==> src/rtl/riscv_pipe_pkg.sv <==
// rtl/riscv_pipe_pkg.sv - shared types and constants for the RV32 pipeline MEM stage
package riscv_pipe_pkg;

    localparam int DATA_W_DEFAULT = 32;
    localparam int REG_W          = 5;

    typedef enum logic {
        MEM_IDLE = 1'b0,
        MEM_WAIT = 1'b1
    } mem_state_e;

    // Control half of the MEM/WB boundary; data fields are zeroed alongside it.
    typedef struct packed {
        logic             reg_write;
        logic             result_src;
        logic [REG_W-1:0] rd;
    } wb_ctrl_t;

    localparam wb_ctrl_t WB_CTRL_BUBBLE = '0;

endpackage

==> src/rtl/mem_wb_reg.sv <==
// rtl/mem_wb_reg.sv - MEM/WB pipeline register with bubble load
module mem_wb_reg
    import riscv_pipe_pkg::*;
#(
    parameter int DATA_W = DATA_W_DEFAULT
) (
    input  logic              clk,
    input  logic              rst,
    input  logic              bubble_i,
    input  wb_ctrl_t          ctrl_i,
    input  logic [DATA_W-1:0] pc_plus4_i,
    input  logic [DATA_W-1:0] alu_result_i,
    input  logic [DATA_W-1:0] read_data_i,
    output wb_ctrl_t          ctrl_o,
    output logic [DATA_W-1:0] pc_plus4_o,
    output logic [DATA_W-1:0] alu_result_o,
    output logic [DATA_W-1:0] read_data_o
);

    wb_ctrl_t          ctrl_d, ctrl_q;
    logic [DATA_W-1:0] pc_plus4_d, pc_plus4_q;
    logic [DATA_W-1:0] alu_result_d, alu_result_q;
    logic [DATA_W-1:0] read_data_d, read_data_q;

    // A bubble retires as an all-zero slot so writeback does nothing with it.
    always_comb begin
        ctrl_d       = ctrl_i;
        pc_plus4_d   = pc_plus4_i;
        alu_result_d = alu_result_i;
        read_data_d  = read_data_i;
        if (bubble_i) begin
            ctrl_d       = WB_CTRL_BUBBLE;
            pc_plus4_d   = '0;
            alu_result_d = '0;
            read_data_d  = '0;
        end
    end

    // Boundary register, cleared asynchronously.
    always_ff @(posedge clk or negedge rst) begin
        if (!rst) begin
            ctrl_q       <= WB_CTRL_BUBBLE;
            pc_plus4_q   <= '0;
            alu_result_q <= '0;
            read_data_q  <= '0;
        end else begin
            ctrl_q       <= ctrl_d;
            pc_plus4_q   <= pc_plus4_d;
            alu_result_q <= alu_result_d;
            read_data_q  <= read_data_d;
        end
    end

    assign ctrl_o       = ctrl_q;
    assign pc_plus4_o   = pc_plus4_q;
    assign alu_result_o = alu_result_q;
    assign read_data_o  = read_data_q;

endmodule

==> src/rtl/memory_cycle.sv <==
// rtl/memory_cycle.sv - RV32 MEM stage with variable-latency data bus; DMEM_TIMEOUT_EN adds a WAIT timeout
module memory_cycle
    import riscv_pipe_pkg::*;
#(
    parameter int DATA_W         = DATA_W_DEFAULT,
    parameter int STALL_CNT_W    = 16,
    parameter int TIMEOUT_CYCLES = 64
) (
    input  logic                   clk,
    input  logic                   rst,
    input  logic                   RegWriteM,
    input  logic                   MemWriteM,
    input  logic                   ResultSrcM,
    input  logic [REG_W-1:0]       RD_M,
    input  logic [DATA_W-1:0]      PCPlus4M,
    input  logic [DATA_W-1:0]      WriteDataM,
    input  logic [DATA_W-1:0]      ALU_ResultM,
    output logic                   dmem_req,
    output logic                   dmem_we,
    output logic [DATA_W-1:0]      dmem_addr,
    output logic [DATA_W-1:0]      dmem_wdata,
    input  logic [DATA_W-1:0]      dmem_rdata,
    input  logic                   dmem_ready,
    output logic                   StallM,
    output logic                   RegWriteW,
    output logic                   ResultSrcW,
    output logic [REG_W-1:0]       RD_W,
    output logic [DATA_W-1:0]      PCPlus4W,
    output logic [DATA_W-1:0]      ALU_ResultW,
    output logic [DATA_W-1:0]      ReadDataW,
    output logic [STALL_CNT_W-1:0] stall_cnt,
    output logic                   dmem_err
);

    mem_state_e state_q, state_d;
    logic       access;
    logic       expired;
    logic       hold_load;

    logic              hold_we_q;
    logic [DATA_W-1:0] hold_alu_q;
    logic [DATA_W-1:0] hold_wdata_q;
    logic [DATA_W-1:0] hold_pc4_q;
    wb_ctrl_t          hold_ctrl_q;

    logic              wb_bubble;
    wb_ctrl_t          wb_ctrl, wb_ctrl_out;
    logic [DATA_W-1:0] wb_pc4, wb_alu, wb_rdata;

    logic [STALL_CNT_W-1:0] stall_cnt_q;

    assign access = MemWriteM | ResultSrcM;

    // FSM state register.
    always_ff @(posedge clk or negedge rst) begin
        if (!rst) state_q <= MEM_IDLE;
        else      state_q <= state_d;
    end

    // Next state: park in WAIT only while the memory has not answered.
    always_comb begin
        state_d = state_q;
        case (state_q)
            MEM_IDLE: if (access && !dmem_ready) state_d = MEM_WAIT;
            MEM_WAIT: if (dmem_ready || expired) state_d = MEM_IDLE;
            default:  state_d = MEM_IDLE;
        endcase
    end

    // Bus, stall and writeback-source selection; everything is held quiet during reset.
    always_comb begin
        dmem_req   = 1'b0;
        dmem_we    = 1'b0;
        dmem_addr  = '0;
        dmem_wdata = '0;
        StallM     = 1'b0;
        hold_load  = 1'b0;
        wb_bubble  = 1'b0;
        wb_ctrl    = '{reg_write: RegWriteM, result_src: ResultSrcM, rd: RD_M};
        wb_pc4     = PCPlus4M;
        wb_alu     = ALU_ResultM;
        wb_rdata   = '0;
        if (rst) begin
            case (state_q)
                MEM_IDLE: begin
                    if (access) begin
                        dmem_req   = 1'b1;
                        dmem_we    = MemWriteM;
                        dmem_addr  = {ALU_ResultM[DATA_W-1:2], 2'b00};
                        dmem_wdata = WriteDataM;
                        StallM     = !dmem_ready;
                        hold_load  = !dmem_ready;
                        wb_bubble  = !dmem_ready;
                        wb_rdata   = ResultSrcM ? dmem_rdata : '0;
                    end
                end
                MEM_WAIT: begin
                    dmem_req   = 1'b1;
                    dmem_we    = hold_we_q;
                    dmem_addr  = {hold_alu_q[DATA_W-1:2], 2'b00};
                    dmem_wdata = hold_wdata_q;
                    // On expiry the pipeline is released and the stalled op is dropped.
                    StallM     = !dmem_ready && !expired;
                    wb_bubble  = !dmem_ready;
                    wb_ctrl    = hold_ctrl_q;
                    wb_pc4     = hold_pc4_q;
                    wb_alu     = hold_alu_q;
                    wb_rdata   = hold_ctrl_q.result_src ? dmem_rdata : '0;
                end
                default: ;
            endcase
        end
    end

    // Hold registers keep the access stable on the bus while EX/MEM is frozen.
    always_ff @(posedge clk or negedge rst) begin
        if (!rst) begin
            hold_we_q    <= 1'b0;
            hold_alu_q   <= '0;
            hold_wdata_q <= '0;
            hold_pc4_q   <= '0;
            hold_ctrl_q  <= WB_CTRL_BUBBLE;
        end else if (hold_load) begin
            hold_we_q    <= MemWriteM;
            hold_alu_q   <= ALU_ResultM;
            hold_wdata_q <= WriteDataM;
            hold_pc4_q   <= PCPlus4M;
            hold_ctrl_q  <= '{reg_write: RegWriteM, result_src: ResultSrcM, rd: RD_M};
        end
    end

    // Saturating count of stalled cycles.
    always_ff @(posedge clk or negedge rst) begin
        if (!rst)                            stall_cnt_q <= '0;
        else if (StallM && stall_cnt_q != '1) stall_cnt_q <= stall_cnt_q + 1'b1;
    end

    assign stall_cnt = stall_cnt_q;

`ifdef DMEM_TIMEOUT_EN
    localparam int                WCNT_W    = $clog2(TIMEOUT_CYCLES + 1);
    localparam logic [WCNT_W-1:0] WCNT_LAST = WCNT_W'(TIMEOUT_CYCLES - 1);

    logic [WCNT_W-1:0] wait_cnt_q, wait_cnt_d;
    logic              err_q, err_d;

    // The entry stall cycle counts toward the limit, so expiry lands on the
    // WAIT cycle after TIMEOUT_CYCLES stalls; a ready in that cycle still completes.
    assign expired = (state_q == MEM_WAIT) && (wait_cnt_q == WCNT_LAST);

    // Wait counter restarts on each WAIT entry; the error flag is sticky.
    always_comb begin
        wait_cnt_d = wait_cnt_q;
        err_d      = err_q;
        if (hold_load)
            wait_cnt_d = '0;
        else if (state_q == MEM_WAIT && !expired)
            wait_cnt_d = wait_cnt_q + 1'b1;
        if (expired && !dmem_ready)
            err_d = 1'b1;
    end

    // Timeout bookkeeping registers.
    always_ff @(posedge clk or negedge rst) begin
        if (!rst) begin
            wait_cnt_q <= '0;
            err_q      <= 1'b0;
        end else begin
            wait_cnt_q <= wait_cnt_d;
            err_q      <= err_d;
        end
    end

    assign dmem_err = err_q;
`else
    assign expired  = 1'b0;
    assign dmem_err = 1'b0;
`endif

    mem_wb_reg #(
        .DATA_W(DATA_W)
    ) u_mem_wb_reg (
        .clk          (clk),
        .rst          (rst),
        .bubble_i     (wb_bubble),
        .ctrl_i       (wb_ctrl),
        .pc_plus4_i   (wb_pc4),
        .alu_result_i (wb_alu),
        .read_data_i  (wb_rdata),
        .ctrl_o       (wb_ctrl_out),
        .pc_plus4_o   (PCPlus4W),
        .alu_result_o (ALU_ResultW),
        .read_data_o  (ReadDataW)
    );

    assign RegWriteW  = wb_ctrl_out.reg_write;
    assign ResultSrcW = wb_ctrl_out.result_src;
    assign RD_W       = wb_ctrl_out.rd;

endmodule
==> config.mk <==
export PLATFORM = sky130hd
export DESIGN_NAME = memory_cycle
export DESIGN_NICKNAME = d
export VERILOG_FILES = /design/src/rtl/riscv_pipe_pkg.sv /design/src/rtl/mem_wb_reg.sv /design/src/rtl/memory_cycle.sv
export SDC_FILE = /design/constraint.sdc
export NUM_CORES = 1
export LEC_CHECK = 0
export ABC_CLOCK_PERIOD_IN_PS = 3300
export CORE_MARGIN = 4
export CORE_UTILIZATION = 49
export DETAILED_ROUTE_END_ITERATION = 7
export GPL_TIMING_DRIVEN = 0
export HOLD_SLACK_MARGIN = 0.1
export PLACE_DENSITY = 0.86
export SLEW_MARGIN = 20
export SYNTH_ARGS = -nofsm -noshare
export SYNTH_HDL_FRONTEND = slang
export SYNTH_SLANG_ARGS = --single-unit
export TNS_END_PERCENT = 10
==> constraint.sdc <==
create_clock -name clk -period 3.3 [get_ports clk]
set_input_delay 0.66 -clock clk [delete_from_list [all_inputs] [get_ports clk]]
set_output_delay 0.66 -clock clk [all_outputs]
set_load 0.01 [all_outputs]
## Word-level counts from Yosys, hierarchy flattened

Index checks and enable logic that the tools add are counted.

- Logic and storage cells: 57
- Bits of input ports: 139
- Register bits after elaboration: 224

- Muxes and demuxes: 35
- Bitwise operators: 2
- $add $sub $neg: 1
- Equality and inequality tests: 1
- Reduce and logical (&&, ||, !) cells: 3

Operators with widths:

| kind | number |
|---|---|
| $mux W32 | 15 |
| $pmux W32 S2 | 3 |
| $mux W7 | 3 |
| $add A16 B1 Y16 const B | 1 |
| $ne A16 B16 Y1 const B | 1 |
| $mux W1 | 10 |
| $pmux W1 S2 | 4 |
| $logic_and A1 B1 Y1 | 2 |
| $logic_not A1 Y1 | 1 |
| $not A1 Y1 | 1 |
| $or A1 B1 Y1 | 1 |

## Longest topological paths before layout

Gate-level depths: netlist (run 1).

- Word-level depth: 5
- Depth in mapped cells: 7

## Cells and area by module

Synthesis (run 1) repeated with hierarchy kept, for this count alone.

- Cells, all modules: 721
- Area total of the unflattened synthesis: 9768.1 um^2

Modules (own cells, without submodules):

| module | times used | area an instance (um^2) | cells an instance |
|---|---|---|---|
| memory_cycle | 1 | 6488.7 | 504 |
| mem_wb_reg | 1 | 3279.4 | 217 |

## Least setup slack after synthesis (run 1)

OpenSTA, ideal clock, no wires.

- Path type: input port to output port
- From: in MemWriteM
- To: out StallM
- Path slack: 1.157 ns
- Cell stages on the path: 4
- Arrival time: 1.483 ns
- Buffers on the path: 1
- Path through: or3_1 > nand2_2 > inv_2 > clkbuf_1

- Longest elaborated chain between the ends: 4

Ends and longest elaborated chain:

| what | line | source |
|---|---|---|
| start, declared | memory_cycle.sv:12 | `input logic MemWriteM,` |
| $or A1 B1 Y1 | memory_cycle.sv:52 | `assign access = MemWriteM \| ResultSrcM;` |
| $mux W1 | memory_cycle.sv:86 | `if (access) begin` |
| $pmux W1 S2 | memory_cycle.sv:84 | `case (state_q)` |
| $mux W1 | memory_cycle.sv:83 | `if (rst) begin` |
| end, declared | memory_cycle.sv:24 | `output logic StallM,` |

Every way passes these cells.

## Worst setup path after layout (run 1)

- From: reg state_q
- To: out dmem_addr[14]

- Longest elaborated chain between the ends: 3

Ends and longest elaborated chain:

| what | line | source |
|---|---|---|
| start, declared | memory_cycle.sv:35 | `mem_state_e state_q, state_d;` |
| start signal, assigned | memory_cycle.sv:57 | `else state_q <= state_d;` |
| $not A1 Y1 | -- |  |
| $pmux W32 S2 (*) | memory_cycle.sv:84 |  |
| $mux W32 (*) | memory_cycle.sv:83 |  |
| end, declared | memory_cycle.sv:20 | `output logic [DATA_W-1:0] dmem_addr,` |

Mark *: on every way between the ends. The rest lies on a longest branch, timed or not.

==> results of run 1 <==
## metrics by stage
| step | TNS [ns] | util | instance area [um^2] | instances |
|---|---|---|---|---|
| after floorplan | 0 | - | 9205 | 795 |
| after global placement | -4090.35 | 0.6983 | 12710 | 1346 |
| after detailed placement | -46.20 | 0.7016 | 12770 | 1348 |
| after CTS | 0 | 0.7577 | 13800 | 1397 |
| after global routing | 0 | 0.7587 | 13820 | 1396 |
| final | 0 | 0.7587 | 13820 | 1396 |
## repair_timing
action / in CTS / in global routing
hold endpoints to repair: 35 / 0
cloned: 3 / 0
endpoints found under the setup margin: 63 / 38
pin swaps: 1 / 0
hold buffers: 1 / 0
resized for setup: 9 / 13
setup buffers: 2 / 0
## where the power goes
| group | switching [mW] | internal [mW] | leakage (nW) |
|---|---|---|---|
| sequential | 0.239 | 3.18 | 2.77 |
| combinational | 0.665 | 0.932 | 3.00 |
| clock | 1.10 | 1.78 | 0.432 |
## layout make-up
type	count	area [um^2]
buffer	50	316.6
multi-input combinational	518	3304
inverter	1	3.754
tap	229	286.5
sequential	224	5605
timing repair buffer	330	3433
clock buffer	34	729.5
clock inverter	10	136.4
fill	1182	4393
## kinds of logic after synthesis
family | share of synthesized area
fa+ha+maj | 0.001360
flops | 0.6094
xor+xnor | 0.01333
other cells | 0.0004077
mux | 0.1295
compound gates | 0.07101
buf+inv | 0.03292
simple gates | 0.1420
## per-layer routing
metal / global-route usage / vias up
met5: 0 / -
met4: 0.1036 / 0
met3: 0.07733 / 71
met2: 0.4547 / 320
met1: 0.2952 / 3720
li1: - / 3395
## state kept, by name, indices dropped and copies added (netlist names)
name,count
hold_alu_q,32
hold_ctrl_q,7
hold_pc4_q,32
hold_wdata_q,32
hold_we_q,1
stall_cnt,16
state_q,1
u_mem_wb_reg.alu_result_o,32
u_mem_wb_reg.ctrl_o,7
u_mem_wb_reg.pc_plus4_o,32
u_mem_wb_reg.read_data_o,32
## how the worst max path moves through the flow
stage,from,end,slack (ns),depth (start not counted)
after CTS,ResultSrcM,dmem_addr[14],0.02,8
after detailed placement,rst,dmem_addr[15],-0.84,8
after global routing,state_q$_DFF_PN0_,dmem_addr[23],0.004,8
after floorplan,MemWriteM,StallM,1.16,4
after global placement,rst,dmem_addr[7],-9.00,7
final,state_q$_DFF_PN0_,dmem_addr[14],0.15,8
## worst max-delay path: cells and delay by family (launching register included)
family                 cells  cell delay [ns]
buffers and inverters      4             1.05
DFF                        1             0.36
and+or+nand+nor            4             0.56
## Yosys cell counts (6+ instances only)
library cell,instances
a21oi_1,71
a22o_1,34
and2_1,34
buf_2,13
buf_6,9
clkbuf_1,24
dfrtp_1,224
mux2_2,104
nand2_1,212
nand4_1,6
nor3_1,6
xor2_1,14
==> results.toml, run 1 <==
[drt]
first_pass_iters = 4
wl_met3_mm = 2.119
wl_met2_mm = 13.80
wire_per_inst_um = 19.64
via_per_inst = 5.377
top_layer = "met4"
ant_nets = 0
wl_mm = 27.41
wl_met1_mm = 10.31
num_vias = 7506
initialDrtViolationCount = 332
drc = 0

[sta]
hold_viol_final = 0
rsz0062_at_grt = "no"
skew_ns = 0.01501
drv_slew = 0
fin_crit_ns = 3.148
fin_hold_ws_ns = 0.1311
fmax_ghz = 0.3177
worstMarginPinSlew_ns = 0.6519
post-route-period-util = 0.9538
max_slew_margin = 0.5654
setup_violations = 0
fin_ws_ns = 0.1524

[synthesis]
postSynthCellCount = 793
yosys-top-cells-area = "dfrtp_1 61%, mux2_2 13%, nand2_1 8.7%"
async_flop_share = 1.000
netlist.area_leader.share = 0.6094
synth_edf_count = 0
synth.distinct_cells = 33
ys.flop_type = "dfrtp_1"
syn-cell-area_um2 = 9198
synth_top_cell_by_area = "dfrtp_1"
ys_ff_latch = 224
yosys_warnings = 0
syn_avg_cell_area_um2 = 11.60
ys_seq_area_frac = 0.6094

[place]
portBuffers = 322
post-dp-hpwl_mm = 19.19
preCtsSetupSlack_ns = -0.8368
gp_congestion = 0.8460

[die]
io_pins = 326
start_util = 0.5051
core_um2 = 18210
die_area_um2 = 21030
rows = 49
die_w_um = 145.0
die_y_um = 145.0

[worst_setup_path]
cp-end-kind = "primary output"
r2r_start = "state_q$_DFF_PN0_"
cp-start-kind = "register"
critical_path.max_stage_delay_ns = 0.53
reg2regPathDepth = 6
rr_endpoint = "u_mem_wb_reg.pc_plus4_o[1]$_DFF_PN0_"
path_max_fanout = 10
crit_required_ns = 2.64
critPathKind = "register to primary output"
crit_top_cell = "nand2_1"
r2r_setup_slack_ns = 1.31
cp_data_arrival_time_ns = 2.49
worstPathCellList = "clkbuf_2 > nand2b_2 > nor2_4 > buf_4 > clkbuf_4 > nand2_1 > nand2_1 > clkdlybuf4s50_1"
crit_slowest_cell = "clkdlybuf4s50_1"

[cts]
cts_sinks = 224
cts_root_buffer = "clkbuf_16"
clk_latency_ns = 0.50
numCtsBuffers = 24
clk_pin_slew_ns = 0.06
htree_levels = 1
cts_buffer_depth = 3
cts_tree = "built"

[final_layout]
syn_to_final_growth_pct = 50.21
final_cell_mix = "319 x clkdlybuf4s50_1, 224 x dfrtp_1, 212 x nand2_1"
diodes = 0
nets = 1289
drive_above_1_share = 0.1714
layout_commonest_cell = "clkdlybuf4s50_1"

[power]
peakVddDrop_mv = 0.4218
power.total_mw = 7.894
leakagePower_nw = 6.196
power_density_nw_per_um2 = 571.4

[job]
drv_cap = 0

[global_routing]
grt_pass1_vias = 8117
overflow = 0
grt_start_max_net_pins = 81
grt_antenna_before_repair = 0
grt_first_pass_wirelength_mm = 43.80
grt_usage = 0.2579

[run_status]
outcome = "completed"

[worst_hold_path]
hp-class = "primary input to asynchronous set/reset pin"
Power figures use the tool's default switching activity.
==> inputs of run 2 (changes only) <==
--- a/config.mk
+++ b/config.mk
@@ -6,8 +6,9 @@
 export NUM_CORES = 1
 export LEC_CHECK = 0
 export ABC_CLOCK_PERIOD_IN_PS = 3300
+export CAP_MARGIN = 30
 export CORE_MARGIN = 4
-export CORE_UTILIZATION = 49
+export CORE_UTILIZATION = 50
 export DETAILED_ROUTE_END_ITERATION = 7
 export GPL_TIMING_DRIVEN = 0
 export HOLD_SLACK_MARGIN = 0.1
@@ -15,5 +16,6 @@
 export SLEW_MARGIN = 20
 export SYNTH_ARGS = -nofsm -noshare
 export SYNTH_HDL_FRONTEND = slang
+export SYNTH_HIERARCHICAL = 1
 export SYNTH_SLANG_ARGS = --single-unit
 export TNS_END_PERCENT = 10
==> run 2 against run 1 <==
- die area grew 3.8%
- routed wire length shrank 0.31%
- global-route usage fell by 0.94 points
- clock skew is 0.0088 ns lower
- sequential power hardly changed
- via count is 6.6% lower
- register-to-register slack lost 0.26 ns
- final cell count decreased by 2.7%
- synthesized area increased by 6.2%
- setup slack worse by 0.020 ns
- utilization increased by 0.19 points
==> results.toml, run 2 <==
[synthesis]
synth_edf_count = 0
synth.most_common_cell = "dfrtp_1"
ys.flop_type = "dfrtp_1"
async_flop_share = 1.000
ys_seq_area_frac = 0.5738
syn-cell-area_um2 = 9768
netlist.area_leader.share = 0.5738
postSynthCellCount = 721
ys_ff_latch = 224
yosys-top-cells-area = "dfrtp_1 57%, mux2_2 17%, nor2b_1 6.7%"
syn_avg_cell_area_um2 = 13.55
synth.distinct_cells = 38
synth_top_cell_by_area = "dfrtp_1"
yosys-top-cells-count = "224 x dfrtp_1, 145 x mux2_2, 105 x nor2b_1, 64 x a22o_1, 33 x and2_1"
yosys_warnings = 6

[final_layout]
syn_to_final_growth_pct = 47.61
layout_commonest_cell = "clkdlybuf4s50_1"
final_cell_mix = "319 x clkdlybuf4s50_1, 224 x dfrtp_1, 145 x mux2_2"
fillers = 1244
nets = 1219
fin_cells = 1358
drive_above_1_share = 0.2245

[sta]
fin_crit_ns = 3.168
skew_ns = 0.006259
drv_slew = 0
fmax_ghz = 0.3157
post-route-period-util = 0.9599
hold_viol_final = 0
setup_violations = 0
fin_ws_ns = 0.1322
rsz0062_at_grt = "no"

[die]
core_um2 = 18960
die_area_um2 = 21840
io_pins = 326
rows = 50
die_y_um = 147.8
die_w_um = 147.8
start_util = 0.5153

[cts]
cts_buffer_depth = 3
cts_root_buffer = "clkbuf_16"
clk_latency_ns = 0.51
cts_tree = "built"
htree_levels = 1
cts_sinks = 224
clk_pin_slew_ns = 0.06
numCtsBuffers = 24

[global_routing]
grt_start_max_net_pins = 65
grt_pass1_vias = 7525
overflow = 0
grt_usage = 0.2485
grt_first_pass_wirelength_mm = 42.50
grt_antenna_before_repair = 2

[place]
placed_cells = 1307
portBuffers = 322
post-dp-hpwl_mm = 19.60
preCtsSetupSlack_ns = -1.128
gp_congestion = 0.7995

[drt]
drc = 0
num_vias = 7009
via_per_inst = 5.161
ant_nets = 0
initialDrtViolationCount = 255
first_pass_iters = 4
wl_mm = 27.33
wire_per_inst_um = 20.12

[power]
power_density_nw_per_um2 = 549.1
internal_power_mw = 5.923
p_seq_frac = 0.436
p_sw_mw = 1.994
sw_frac_of_total = 0.2519
peakVddDrop_mv = 0.5649
p_comb_frac = 0.217
pwr-share-clk = 0.347
leakagePower_nw = 6.222

[job]
drv_cap = 0

[worst_setup_path]
crit_required_ns = 2.64
cp-end-kind = "primary output"
cp_data_arrival_time_ns = 2.51
cp-start-kind = "register"
path_max_fanout = 10
critPathKind = "register to primary output"

[run_status]
outcome = "completed"

[worst_hold_path]
hp-class = "primary input to asynchronous set/reset pin"
## run 2: logic make-up (layout without fill, tap and decap cells)
| family | Yosys count | count (layout) | share of synthesized area |
|---|---|---|---|
| muxes | 177 | 177 | 0.2038 |
| DFF | 224 | 224 | 0.5738 |
| and+or+nand+nor | 186 | 186 | 0.1213 |
| adders and majority gates | 1 | 1 | 0.001281 |
| xor gates and xnor gates | 14 | 14 | 0.01255 |
| buffers and inverters | 53 | 426 | 0.02869 |
| other | 1 | 5 | 0.0003839 |
| AOI/OAI and AO/OA | 65 | 65 | 0.05815 |
## run 2: stage by stage
| stage | hold slack [ns] | power, mW | util | area (um^2) | setup TNS [ns] |
|---|---|---|---|---|---|
| 5_1_grt | 0.1218 | 8.286 | 0.7607 | 14420 | 0 |
| 4_1_cts | 0.1095 | 7.988 | 0.7603 | 14410 | 0 |
| 3_3_place_gp | 0.4624 | 5.107 | 0.7029 | 13320 | -4179.23 |
| 2_1_floorplan | 0.3644 | 4.226 | - | 9776 | 0 |
| 6_report | 0.1234 | 7.917 | 0.7607 | 14420 | 0 |
| 3_5_place_dp | 0.4748 | 5.181 | 0.7061 | 13380 | -69.94 |
## run 2: critical path: stages (launching register included)
cell and delay (ns):
dfrtp_1 0.46, nand2b_1 0.25, nor2_4 0.16, buf_12 0.14, clkbuf_2 0.23, a22o_1 0.21, clkdlybuf4s50_1 0.54
## run 2: final timing paths
path | from | endpoint | slack, ns | cells past startpoint
max in group asynchronous | rst | u_mem_wb_reg/read_data_o[28]$_DFF_PN0_ | 2.43 | 2
min | rst | hold_alu_q[23]$_DFFE_PN0P_ | 0.12 | 2
min in group clk | hold_wdata_q[5]$_DFFE_PN0P_ | hold_wdata_q[5]$_DFFE_PN0P_ | 0.49 | 1
min reg2reg | hold_wdata_q[5]$_DFFE_PN0P_ | hold_wdata_q[5]$_DFFE_PN0P_ | 0.49 | 1
max | state_q$_DFF_PN0_ | dmem_addr[29] | 0.13 | 6
max reg2reg | state_q$_DFF_PN0_ | hold_pc4_q[1]$_DFFE_PN0P_ | 1.05 | 5
## run 2: area by class of cell
class	instances	area, um^2	area share
antenna	2	5.005	0.0003471
buffer	51	316.6	0.02195
clock buffer	38	734.5	0.05094
clock inverter	5	77.57	0.005380
inverter	2	7.507	0.0005207
multi-input combinational	446	3902	0.2707
sequential	224	5605	0.3888
tap	260	325.3	0.02256
timing repair buffer	330	3445	0.2389
## run 2: routing by layer
metal / global-route usage / routed length [um] / up-vias
met5: 0 / 0 / -
met3: 0.1012 / 2991 / 46
met2: 0.4260 / 13570 / 284
met1: 0.2862 / 10010 / 3450
li1: - / - / 3229
met4: 0.07689 / 755 / 0
## run 2: power groups by stage
stage | Sequential, mW | Combinational [mW] | Clock (mW)
3_3_place_gp | 3.47 | 1.64 | 0
2_1_floorplan | 3.51 | 0.720 | 0
6_report | 3.45 | 1.72 | 2.75
4_1_cts | 3.45 | 1.73 | 2.81
5_1_grt | 3.50 | 1.85 | 2.93
3_5_place_dp | 3.49 | 1.69 | 0
## run 2: repair_timing
action / 4_1_cts / 5_1_grt
endpoints found under the setup margin: 63 / 54
endpoints found under the hold margin: 37 / 0
hold buffers: 2 / 0
pin swaps: 1 / 0
gates resized for setup: 29 / 2
setup buffers: 1 / 0
gates cloned: 3 / 0
==> inputs of run 3 (changes only) <==
--- a/config.mk
+++ b/config.mk
@@ -11,7 +11,7 @@
 export CORE_UTILIZATION = 50
 export DETAILED_ROUTE_END_ITERATION = 7
 export GPL_TIMING_DRIVEN = 0
-export HOLD_SLACK_MARGIN = 0.1
+export HOLD_SLACK_MARGIN = 0.15
 export PLACE_DENSITY = 0.86
 export SLEW_MARGIN = 20
 export SYNTH_ARGS = -nofsm -noshare
==> run 3 against run 2 <==
- sequential share of layout area fell by 0.094 points
- utilization grew 0.18 points
- critical path depth stayed put
- routed wire length about the same
- worst hold slack improved by 0.038 ns
- non-clock buffer count increased by 2
- first-iteration DRC count down 3.9%
- clock-buffer cell count is the same
- register-to-register slack about the same
- combinational power is essentially flat
- power hardly changed
- critical path type unchanged
- largest cell class unchanged
==> results.toml, run 3 (synthesis results as in run 2) <==
[drt]
drc = 0
initialDrtViolationCount = 245
wl_mm = 27.31
ant_nets = 0
via_per_inst = 5.155
first_pass_iters = 4
num_vias = 7011
wire_per_inst_um = 20.08

[worst_setup_path]
cp_data_arrival_time_ns = 2.51
cp.depth = 6
r2r_setup_slack_ns = 1.04
crit_slowest_cell = "clkdlybuf4s50_1"
critPathKind = "register to primary output"
critPathBufInv = 3
reg2regPathDepth = 5
cp-end-kind = "primary output"
worstPathCellList = "nand2b_1 > nor2_4 > buf_12 > clkbuf_2 > a22o_1 > clkdlybuf4s50_1"
r2r_start = "state_q$_DFF_PN0_"
cp-start-kind = "register"
crit_required_ns = 2.64
crit_end = "dmem_addr[29]"
critical_path.max_stage_delay_ns = 0.54
crit_start = "state_q$_DFF_PN0_"
path_max_fanout = 10
critPathTopFamily = "buffers and inverters"
rr_endpoint = "hold_pc4_q[1]$_DFFE_PN0P_"

[die]
die_w_um = 147.8
core_um2 = 18960
io_pins = 326
die_area_um2 = 21840
rows = 50
start_util = 0.5153
die_y_um = 147.8

[final_layout]
fillers = 1237
drive_above_1_share = 0.2268
final_cell_mix = "319 x clkdlybuf4s50_1, 224 x dfrtp_1, 145 x mux2_2"
final_util = 0.7625
fin_cells = 1360
nets = 1221
postLayoutCellArea_um2 = 14450
syn_to_final_growth_pct = 47.97
layout_commonest_cell = "clkdlybuf4s50_1"

[cts]
clk_pin_slew_ns = 0.06
htree_levels = 1
cts_buffer_depth = 3
clk_latency_ns = 0.51
numCtsBuffers = 24
cts_tree = "built"
cts_root_buffer = "clkbuf_16"
cts_sinks = 224

[sta]
fmax_ghz = 0.3154
skew_ns = 0.007389
drv_slew = 0
max_slew_margin = 0.6507
hold_viol_final = 0
rsz0062_at_grt = "no"
post-route-period-util = 0.9608
setup_violations = 0
worstMarginPinSlew_ns = 0.5239
fin_hold_ws_ns = 0.1615
fin_crit_ns = 3.171

[place]
gp_congestion = 0.7995
portBuffers = 322
post-dp-hpwl_mm = 19.60
placed_cell_area_um2 = 13380
placed_cells = 1307

[power]
pwr-share-clk = 0.347
p_comb_frac = 0.217
internal_power_mw = 5.927
peakVddDrop_mv = 0.5650
p_sw_mw = 1.996
sw_frac_of_total = 0.2519
p_seq_frac = 0.435
leakagePower_nw = 6.240
power_density_nw_per_um2 = 548.2

[global_routing]
grt_first_pass_wirelength_mm = 42.50
grt_start_max_net_pins = 65
grt_pass1_vias = 7520
grt_antenna_before_repair = 2
overflow = 0
grt_usage = 0.2481

[job]
drv_cap = 0

[worst_hold_path]
hp-class = "primary input to asynchronous set/reset pin"

[run_status]
outcome = "completed"
-- run 3: cell count changes in the layout (fill, tap and decap cells not counted) --
cell / previous run / this run
buf_2: 21 / 22
buf_12: 2 / 4
dlygate4sd3_1: 1 / 0
-- run 3: worst min path at each step --
stage / start / end / slack, ns / cells past startpoint
after floorplan: rst / hold_alu_q[0]$_DFFE_PN0P_ / 0.36 / 0
after global placement: hold_ctrl_q[3]$_DFFE_PN0P_ / hold_ctrl_q[3]$_DFFE_PN0P_ / 0.46 / 1
after detailed placement: hold_wdata_q[10]$_DFFE_PN0P_ / hold_wdata_q[10]$_DFFE_PN0P_ / 0.47 / 1
after CTS: rst / u_mem_wb_reg/pc_plus4_o[8]$_DFF_PN0_ / 0.16 / 2
after global routing: rst / hold_pc4_q[8]$_DFFE_PN0P_ / 0.17 / 2
final: rst / u_mem_wb_reg/pc_plus4_o[8]$_DFF_PN0_ / 0.16 / 2
-- run 3: area by class of cell --
cell class	instances	area [um^2]	share of cell area
Multi-Input combinational cell	446	3902	0.2700
Sequential cell	224	5605	0.3878
Tap cell	260	325.3	0.02251
Timing Repair Buffer	332	3480	0.2407
Inverter	2	7.507	0.0005194
Buffer	51	316.6	0.02190
Antenna cell	2	5.005	0.0003463
Clock inverter	5	77.57	0.005367
Clock buffer	38	734.5	0.05081
-- run 3: power groups by stage --
stage / registers (mW) / logic [mW] / clock network (mW)
after CTS: 3.45 / 1.74 / 2.81
after global routing: 3.50 / 1.86 / 2.93
after detailed placement: 3.49 / 1.69 / 0
final: 3.45 / 1.72 / 2.75
after floorplan: 3.51 / 0.720 / 0
after global placement: 3.47 / 1.64 / 0
-- run 3: timing repair --
action | in CTS | in global routing
endpoints found under the setup margin | 63 | 54
resized for setup | 29 | 2
hold buffers | 4 | 0
cloned | 3 | 0
setup buffers | 1 | 0
pin swaps | 1 | 0
endpoints found under the hold margin | 64 | 0
-- run 3: routing by layer --
layer | wire length, um | global-route usage | vias to the layer above
met5 | 0 | 0 | -
met4 | 716 | 0.07735 | 0
met3 | 2953 | 0.09963 | 45
met2 | 13550 | 0.4233 | 282
met1 | 10090 | 0.2881 | 3446
li1 | - | - | 3238
-- run 3: through the flow --
stage | TNS (ns) | setup WS (ns) | power [mW]
2_1_floorplan | 0 | 1.067 | 4.226
3_3_place_gp | -4179.23 | -9.034 | 5.107
3_5_place_dp | -69.94 | -1.128 | 5.181
4_1_cts | 0 | 0.01979 | 7.994
5_1_grt | 0 | 0.03252 | 8.290
6_report | 0 | 0.1294 | 7.923
